===== src/rtl/led_sequencer_pkg.sv =====
// Shared types and constants for the LED pattern sequencer.
// Mode encoding is visible on the mode output, so the values are fixed.
package led_sequencer_pkg;

  typedef enum logic [1:0] {
    ModeRun    = 2'd0,
    ModeBounce = 2'd1,
    ModeCount  = 2'd2,
    ModeHold   = 2'd3
  } mode_e;

  localparam logic [1:0] MODE_RUN    = 2'd0;
  localparam logic [1:0] MODE_BOUNCE = 2'd1;
  localparam logic [1:0] MODE_COUNT  = 2'd2;
  localparam logic [1:0] MODE_HOLD   = 2'd3;

  typedef enum logic {
    DirUp   = 1'b0,
    DirDown = 1'b1
  } dir_e;

  // Pattern value after reset and on entry to RUN/BOUNCE: bit0 lit.
  localparam int unsigned PATTERN_RESET = 1;

  // Each press steps RUN->BOUNCE->COUNT->HOLD and back to RUN.
  function automatic mode_e next_mode(input mode_e m);
    return mode_e'(m + 2'd1);
  endfunction

endpackage


===== src/rtl/led_sequencer_if.sv =====
// Tick/button inputs and LED/mode/wrap outputs of the LED sequencer.
// master drives the stimulus side, slave is the sequencer itself.
interface led_sequencer_if #(
  parameter int unsigned LEDS_NR = 3
) ();

  logic               tick;
  logic               btn;
  logic [LEDS_NR-1:0] led;
  logic [1:0]         mode;
  logic               wrap;

  modport master (
    output tick,
    output btn,
    input  led,
    input  mode,
    input  wrap
  );

  modport slave (
    input  tick,
    input  btn,
    output led,
    output mode,
    output wrap
  );

endinterface


===== src/rtl/led_sequencer_btn_debounce.sv =====
// Button synchroniser and debouncer producing a one-cycle press strobe.
// A new level is accepted only after DEBOUNCE_CYCLES consecutive differing samples.
module led_sequencer_btn_debounce #(
  parameter int unsigned DEBOUNCE_CYCLES = 240000,
  parameter int unsigned BTN_ACTIVE_LOW  = 1
) (
  input  logic i_clk,
  input  logic i_rst_n,
  input  logic i_btn_raw,
  output logic o_press
);

  localparam int unsigned CNT_W = $clog2(DEBOUNCE_CYCLES + 1);
  localparam logic [CNT_W-1:0] CNT_LAST = CNT_W'(DEBOUNCE_CYCLES - 1);

  logic             w_btn_lvl;
  logic [1:0]       r_sync;
  logic             r_stable;
  logic [CNT_W-1:0] r_cnt;
  logic             r_press;

  // Polarity fixed ahead of the synchroniser so 1 always means pressed.
  assign w_btn_lvl = (BTN_ACTIVE_LOW != 0) ? ~i_btn_raw : i_btn_raw;

  always_ff @(posedge i_clk or negedge i_rst_n) begin
    if (!i_rst_n) begin
      r_sync   <= 2'b00;
      r_stable <= 1'b0;
      r_cnt    <= '0;
      r_press  <= 1'b0;
    end else begin
      r_sync  <= {r_sync[0], w_btn_lvl};
      r_press <= 1'b0;
      if (r_sync[1] == r_stable) begin
        r_cnt <= '0;
      end else if (r_cnt == CNT_LAST) begin
        r_stable <= r_sync[1];
        r_cnt    <= '0;
        r_press  <= r_sync[1];
      end else begin
        r_cnt <= r_cnt + CNT_W'(1);
      end
    end
  end

  assign o_press = r_press;

endmodule


===== src/rtl/led_sequencer.sv =====
// LED pattern sequencer: each tick steps the active pattern, a debounced press
// cycles the mode. All outputs are registered in the single clk domain.
module led_sequencer
  import led_sequencer_pkg::*;
#(
  parameter int unsigned LEDS_NR         = 3,
  parameter int unsigned DEBOUNCE_CYCLES = 240000,
  parameter int unsigned LED_ACTIVE_LOW  = 1,
  parameter int unsigned BTN_ACTIVE_LOW  = 1
) (
  input  logic          i_clk,
  input  logic          i_rst_n,
  led_sequencer_if.slave bus
);

  localparam logic [LEDS_NR-1:0] PAT_START = LEDS_NR'(PATTERN_RESET);
  localparam logic [LEDS_NR-1:0] LED_RESET = (LED_ACTIVE_LOW != 0) ? ~PAT_START : PAT_START;

  logic               w_press;
  mode_e              r_mode;
  mode_e              w_mode_d;
  dir_e               r_dir;
  dir_e               w_dir_d;
  logic [LEDS_NR-1:0] r_pattern;
  logic [LEDS_NR-1:0] w_pattern_d;
  logic [LEDS_NR-1:0] r_led;
  logic [LEDS_NR-1:0] w_led_d;
  logic               r_wrap;
  logic               w_wrap_d;

  led_sequencer_btn_debounce #(
    .DEBOUNCE_CYCLES(DEBOUNCE_CYCLES),
    .BTN_ACTIVE_LOW (BTN_ACTIVE_LOW)
  ) u_btn_debounce (
    .i_clk    (i_clk),
    .i_rst_n  (i_rst_n),
    .i_btn_raw(bus.btn),
    .o_press  (w_press)
  );

  always_comb begin
    w_mode_d    = r_mode;
    w_dir_d     = r_dir;
    w_pattern_d = r_pattern;
    w_wrap_d    = 1'b0;
    // A press takes priority; a tick in the same cycle is dropped.
    if (w_press) begin
      w_mode_d = next_mode(r_mode);
      w_dir_d  = DirUp;
      unique case (w_mode_d)
        ModeRun, ModeBounce: w_pattern_d = PAT_START;
        ModeCount:           w_pattern_d = '0;
        ModeHold:            w_pattern_d = r_pattern;
      endcase
    end else if (bus.tick) begin
      unique case (r_mode)
        ModeRun: begin
          w_pattern_d = {r_pattern[LEDS_NR-2:0], r_pattern[LEDS_NR-1]};
          w_wrap_d    = (w_pattern_d == PAT_START);
        end
        ModeBounce: begin
          // Direction flips on arrival at an end so each endpoint shows once per sweep.
          if (r_dir == DirUp) begin
            w_pattern_d = r_pattern << 1;
            if (w_pattern_d[LEDS_NR-1]) w_dir_d = DirDown;
          end else begin
            w_pattern_d = r_pattern >> 1;
            if (w_pattern_d[0]) begin
              w_dir_d  = DirUp;
              w_wrap_d = 1'b1;
            end
          end
        end
        ModeCount: begin
          w_pattern_d = r_pattern + LEDS_NR'(1);
          w_wrap_d    = (w_pattern_d == '0);
        end
        ModeHold: w_pattern_d = r_pattern;
      endcase
    end
    w_led_d = (LED_ACTIVE_LOW != 0) ? ~w_pattern_d : w_pattern_d;
  end

  always_ff @(posedge i_clk or negedge i_rst_n) begin
    if (!i_rst_n) begin
      r_mode    <= ModeRun;
      r_dir     <= DirUp;
      r_pattern <= PAT_START;
      r_led     <= LED_RESET;
      r_wrap    <= 1'b0;
    end else begin
      r_mode    <= w_mode_d;
      r_dir     <= w_dir_d;
      r_pattern <= w_pattern_d;
      r_led     <= w_led_d;
      r_wrap    <= w_wrap_d;
    end
  end

  assign bus.led  = r_led;
  assign bus.mode = r_mode;
  assign bus.wrap = r_wrap;

endmodule

===== src/flat_wrapper.sv =====
// flat-port wrapper written by rule: the top's interface ports become plain ports
module led_sequencer_flat import led_sequencer_pkg::*;
#(
  parameter int unsigned LEDS_NR         = 3,
  parameter int unsigned DEBOUNCE_CYCLES = 240000,
  parameter int unsigned LED_ACTIVE_LOW  = 1,
  parameter int unsigned BTN_ACTIVE_LOW  = 1
)
  (i_clk, i_rst_n, bus_tick, bus_btn, bus_led, bus_mode, bus_wrap);
  led_sequencer_if #(.LEDS_NR(LEDS_NR)) bus_i ();
  input  logic i_clk;
  input  logic i_rst_n;
  input wire logic [$bits(bus_i.tick)-1:0] bus_tick;
  input wire logic [$bits(bus_i.btn)-1:0] bus_btn;
  output wire logic [$bits(bus_i.led)-1:0] bus_led;
  output wire logic [$bits(bus_i.mode)-1:0] bus_mode;
  output wire logic [$bits(bus_i.wrap)-1:0] bus_wrap;
  assign bus_i.tick = bus_tick;
  assign bus_i.btn = bus_btn;
  assign bus_led = bus_i.led;
  assign bus_mode = bus_i.mode;
  assign bus_wrap = bus_i.wrap;
  led_sequencer #(.LEDS_NR(LEDS_NR), .DEBOUNCE_CYCLES(DEBOUNCE_CYCLES), .LED_ACTIVE_LOW(LED_ACTIVE_LOW), .BTN_ACTIVE_LOW(BTN_ACTIVE_LOW)) u_core (.i_clk(i_clk), .i_rst_n(i_rst_n), .bus(bus_i));
endmodule

===== config.mk =====
export PLATFORM = sky130hd
export DESIGN_NAME = led_sequencer_flat
export DESIGN_NICKNAME = d
export VERILOG_FILES = /design/src/rtl/led_sequencer_pkg.sv /design/src/rtl/led_sequencer_if.sv /design/src/rtl/led_sequencer_btn_debounce.sv /design/src/rtl/led_sequencer.sv /design/src/flat_wrapper.sv
export SDC_FILE = /design/constraint.sdc
export NUM_CORES = 1
export LEC_CHECK = 0
export ABC_AREA = 1
export CAP_MARGIN = 5
export CORE_UTILIZATION = 25
export DETAILED_ROUTE_END_ITERATION = 12
export HOLD_SLACK_MARGIN = 0.02
export PLACE_DENSITY = 0.36
export SLEW_MARGIN = 30
export SYNTH_ARGS = -nofsm -noshare
export SYNTH_HDL_FRONTEND = slang
export SYNTH_SLANG_ARGS = --single-unit

===== constraint.sdc =====
create_clock -name i_clk -period 2 [get_ports i_clk]
set_clock_uncertainty 0.15 [all_clocks]
set_input_delay 0.6 -clock i_clk [delete_from_list [all_inputs] [get_ports i_clk]]
set_output_delay 0.6 -clock i_clk [all_outputs]
set_load 0.02 [all_outputs]

==> impl_table.tex <==
\begin{tabular}{lr}
\hline
Metric & Value \\
\hline
\multicolumn{2}{l}{\textbf{Run status}} \\
\quad Status & completed \\
\multicolumn{2}{l}{\textbf{Yosys}} \\
\quad Distinct cell type count after synthesis & 28 \\
\quad Number of enable-type register cells in the synthesized netlist & 0 \\
\quad Mux cell area share after synthesis & 0\% \\
\quad Share of synthesized registers carrying an async set or reset & 100\% \\
\quad Library cell with the largest summed area after synthesis & sky130\_fd\_sc\_hd\_\_dfrtp\_1 \\
\quad Synth top area cells & sky130\_fd\_sc\_hd\_\_dfrtp\_1, sky130\_fd\_sc\_hd\_\_nand2\_1, sky130\_fd\_sc\_hd\_\_ha\_1, sky130\_fd\_sc\_hd\_\_inv\_1, sky130\_fd\_sc\_hd\_\_dfstp\_2 \\
\quad Area share of the leading cell type in the synthesized netlist & 38.2\% \\
\quad Mapped cell area & 1900 um\^{}2 \\
\quad Mean instance size in the synthesized netlist & 8.05 um\^{}2 \\
\quad Instance count of the mapped netlist & 236 \\
\quad Warning count from the yosys run & 0 \\
\quad Main combinational cell family by area after synthesis & simple AND/OR/NAND/NOR gates \\
\quad Simple-gate area share of the yosys netlist & 31.4\% \\
\quad Adder-cell share of the synthesized area & 7.90\% \\
\quad Post-synthesis xor/xnor area fraction & 4.15\% \\
\quad Top cells by count, synth & sky130\_fd\_sc\_hd\_\_nand2\_1, sky130\_fd\_sc\_hd\_\_inv\_1, sky130\_fd\_sc\_hd\_\_dfrtp\_1 \\
\quad Leading register cell type out of synthesis & sky130\_fd\_sc\_hd\_\_dfrtp\_1 \\
\quad Portion of the post-synthesis area used by sequential elements & 42.3\% \\
\quad Total nets after synthesis & 252 \\
\quad Cell with the most instances after synthesis & sky130\_fd\_sc\_hd\_\_nand2\_1 \\
\quad Compound-cell area share of the yosys netlist & 6.85\% \\
\quad Yosys reg bits & 32 \\
\multicolumn{2}{l}{\textbf{Layout}} \\
\quad Combined flip-flop and latch cell area & 805 um\^{}2 \\
\quad Number of diodes & 0 \\
\quad Finished Layout Cells & 353 \\
\quad Fraction of layout cells with a size suffix above 1 & 15.4\% \\
\quad Number of nets in the layout & 269 \\
\quad Combined area of the multi-input logic cells & 956 um\^{}2 \\
\quad Fillers & 822 \\
\quad Final instance area & 2240 um\^{}2 \\
\quad Area Overhead vs Synth & 17.9\% \\
\multicolumn{2}{l}{\textbf{STA}} \\
\quad Setup-violating endpoint count in the final report & 0 \\
\quad Fmax achieved & 511 MHz \\
\quad Total Negative Setup Slacks & 0 ps \\
\quad Final period util & 97.9\% \\
\quad Unrepaired setup endpoints after global routing & no \\
\quad Final Max Slew Viols & 0 \\
\quad Headroom to the max-slew limit & 75.8\% \\
\quad Least-Margin Pin Slew & 364 ps \\
\quad Final min period & 1960 ps \\
\quad Hold violation total from the final report & 0 \\
\multicolumn{2}{l}{\textbf{Power and ir drop}} \\
\quad Sw Share & 25.1\% \\
\quad Leakage dissipation & 0.993 nW \\
\quad Maximum vdd ir drop & 0.241 mV \\
\quad Internal Dissipation & 1.10 mW \\
\quad Clock network fraction of design power & 42.8\% \\
\quad Part of the power in registers & 48.1\% \\
\quad Power density over the cells & 655 nW/um\^{}2 \\
\quad Net switching power of the design & 0.369 mW \\
\quad Design Power & 1.47 mW \\
\quad Share of power burned in combinational logic & 9.1\% \\
\multicolumn{2}{l}{\textbf{Clock tree}} \\
\quad Clock-pin slew on the worst setup and hold paths & 70 ps \\
\quad Setup Buffers After CTS & 0 \\
\quad Quantity of gates resized following cts & 4 \\
\quad Buffer cell driving the clock tree root & sky130\_fd\_sc\_hd\_\_clkbuf\_8 \\
\quad CTS tree & done \\
\quad CTS Buffer Depth & 2 \\
\quad Total number of clock tree sinks & 32 \\
\quad Clock insertion delay at the later pin of the skew report & 290 ps \\
\quad Number of levels the H-tree was split into & 2 \\
\quad Num CTS Buffers & 5 \\
\quad Hold\_buf cts & 0 \\
\multicolumn{2}{l}{\textbf{Setup path}} \\
\quad Worst setup path class & reg -> out \\
\quad Combined buffer and inverter count along the critical path & 1 \\
\quad CP Data Arrival Time & 1210 ps \\
\quad Max incr delay on CP & 600 ps \\
\quad Slowest CP cell & sky130\_fd\_sc\_hd\_\_clkdlybuf4s50\_1 \\
\quad FF-to-FF Start & u\_core.bus.mode[0] \\
\quad Delay-heaviest family, CP & buffers and inverters \\
\quad Crit path max fanout & 1 \\
\quad Critical path launch point & u\_core.bus.wrap \\
\quad Worst EP required & 1250 ps \\
\quad Crit. End Element & primary output \\
\quad Sort of element at the start of the critical path & register \\
\quad List of cells traversed by the critical path & clkdlybuf4s50\_1 \\
\multicolumn{2}{l}{\textbf{Routing}} \\
\quad DRC errors left & 0 \\
\quad Wirelength, routed & 4.08 mm \\
\quad TritonRoute pass-1 iters & 4 \\
\quad Vias post-DR & 1476 \\
\quad Final routed wire length divided by cell count & 11.6 um \\
\quad Post-route antenna net violation count & 0 \\
\quad Detailed Route Iter0 Violations & 50 \\
\quad Number of vias per cell & 4.18 \\
\multicolumn{2}{l}{\textbf{Placement}} \\
\quad Number of buffers added on ports & 9 \\
\quad Placed cell count & 345 \\
\quad Cell Area, Placed & 2130 um\^{}2 \\
\quad RePlAce Congestion & 0.802 \\
\quad DP Wirelength & 3.12 mm \\
\multicolumn{2}{l}{\textbf{GRT}} \\
\quad Pin count of the biggest net entering global routing & 20 \\
\quad Global-route wire length before repair & 6.93 mm \\
\quad Vias in the first global route & 1368 \\
\quad Initial antenna violation count & 0 \\
\quad Remaining global-route overflow & 0 \\
\quad GRT Resource Usage Total & 11.8\% \\
\multicolumn{2}{l}{\textbf{Floorplan}} \\
\quad Total I/O pin count & 10 \\
\quad Placement Rows & 31 \\
\quad Core region area & 7290 um\^{}2 \\
\quad Die Span X & 89.2 um \\
\quad Height of the die & 89.2 um \\
\quad Die area & 7950 um\^{}2 \\
\quad Initial cell density of the core & 26.1\% \\
\multicolumn{2}{l}{\textbf{Hold path}} \\
\quad Class of the tightest hold or removal check & in -> async \\
\multicolumn{2}{l}{\textbf{Flow run}} \\
\quad Total of max-cap violations & 0 \\
\hline
\end{tabular}
==> per-layer routing <==
layer | vias to the layer above | wire [um] | GRT usage (%) | share of wire, %
met5 | - | 0 | 0 | 0
met4 | 0 | 55 | 3.90 | 1.3
met3 | 7 | 118 | 3.32 | 2.9
met2 | 17 | 1790 | 17.7 | 44
met1 | 677 | 2120 | 16.3 | 52
li1 | 775 | - | - | -
==> kinds of logic (layout without fill, tap and decap cells) <==
family | after synthesis | after routing
simple gates | 123 | 123
flops | 32 | 32
fa+ha+maj | 12 | 12
buf+inv | 37 | 55
compound gates | 23 | 23
xor+xnor | 9 | 9
==> cells in the final DEF, fill, tap and decap left out <==
cell / count
sky130_fd_sc_hd__nand2_4: 1
sky130_fd_sc_hd__nor2_4: 3
sky130_fd_sc_hd__nor3_2: 1
sky130_fd_sc_hd__nand2_2: 4
sky130_fd_sc_hd__dlygate4sd2_1: 4
sky130_fd_sc_hd__nand4_1: 4
sky130_fd_sc_hd__inv_1: 35
sky130_fd_sc_hd__xor2_1: 7
sky130_fd_sc_hd__buf_2: 1
sky130_fd_sc_hd__dfstp_2: 3
sky130_fd_sc_hd__nor2_2: 11
sky130_fd_sc_hd__clkinv_2: 1
sky130_fd_sc_hd__a21oi_2: 2
sky130_fd_sc_hd__a31oi_1: 1
sky130_fd_sc_hd__dlymetal6s2s_1: 1
sky130_fd_sc_hd__nand3_2: 1
sky130_fd_sc_hd__nand2_1: 55
sky130_fd_sc_hd__inv_2: 1
sky130_fd_sc_hd__clkinvlp_4: 1
sky130_fd_sc_hd__clkdlybuf4s50_1: 3
sky130_fd_sc_hd__nor3_1: 8
sky130_fd_sc_hd__clkbuf_8: 5
sky130_fd_sc_hd__o21ai_0: 6
sky130_fd_sc_hd__nand2_8: 1
sky130_fd_sc_hd__a21oi_1: 11
sky130_fd_sc_hd__nand3b_1: 1
sky130_fd_sc_hd__a311oi_1: 1
sky130_fd_sc_hd__o211ai_1: 1
sky130_fd_sc_hd__bufinv_16: 1
sky130_fd_sc_hd__buf_4: 1
sky130_fd_sc_hd__nor2_1: 21
sky130_fd_sc_hd__nand3_1: 12
sky130_fd_sc_hd__ha_1: 12
sky130_fd_sc_hd__o21ai_1: 1
sky130_fd_sc_hd__dfrtp_1: 29
sky130_fd_sc_hd__buf_12: 1
sky130_fd_sc_hd__xnor2_1: 2
==> area by class of cell <==
cell class / instances / area share, %
well taps: 99 / 5.53
multi-input cells: 167 / 42.7
clock inverters: 3 / 1.90
repair buffers: 11 / 4.91
flip-flops and latches: 32 / 35.9
clock buffers: 5 / 3.07
inverters: 36 / 6.03
==> path summary, 6_finish.rpt <==
path                                                   endpoint  slack [ps]  cells past startpoint
worst max-delay path                                   bus_wrap          40                      1
worst min-delay path                            u_core.bus.wrap          70                      1
worst max register to register                u_core.bus.led[1]         290                      9
worst min register to register  u_core.u_btn_debounce.r_sync[1]         200                      0
max in group asynchronous        u_core.u_btn_debounce.r_cnt[7]        1210                      2
min in group i_clk              u_core.u_btn_debounce.r_sync[1]         200                      0
==> power by group through the flow <==
stage                     clock (mW)  sequential (mW)  combinational (mW)
final                          0.629            0.706               0.133
after global routing           0.671            0.710               0.154
after CTS                      0.658            0.707               0.138
after detailed placement           0            0.720               0.141
after global placement             0            0.721               0.144
after floorplan                    0            0.726              0.0642
==> flip-flops by register name, indices dropped and copies added (netlist names) <==
signal	count
u_core.u_btn_debounce.r_cnt	18
u_core.bus.led	3
u_core.r_pattern	3
u_core.bus.mode	2
u_core.u_btn_debounce.r_sync	2
u_core.bus.wrap	1
u_core.r_dir	1
u_core.u_btn_debounce.o_press	1
u_core.u_btn_debounce.r_stable	1
==> stage by stage <==
step	utilization, %	hold WS (ps)	setup WS, ps
6_report	30.7	69.6	42.9
5_1_grt	30.7	89.3	15.5
4_1_cts	30.7	75.0	12.6
3_5_place_dp	29.2	190	143
3_3_place_gp	29.2	185	154
2_1_floorplan	-	154	370
Note: power is estimated with default switching activity, not from simulation.
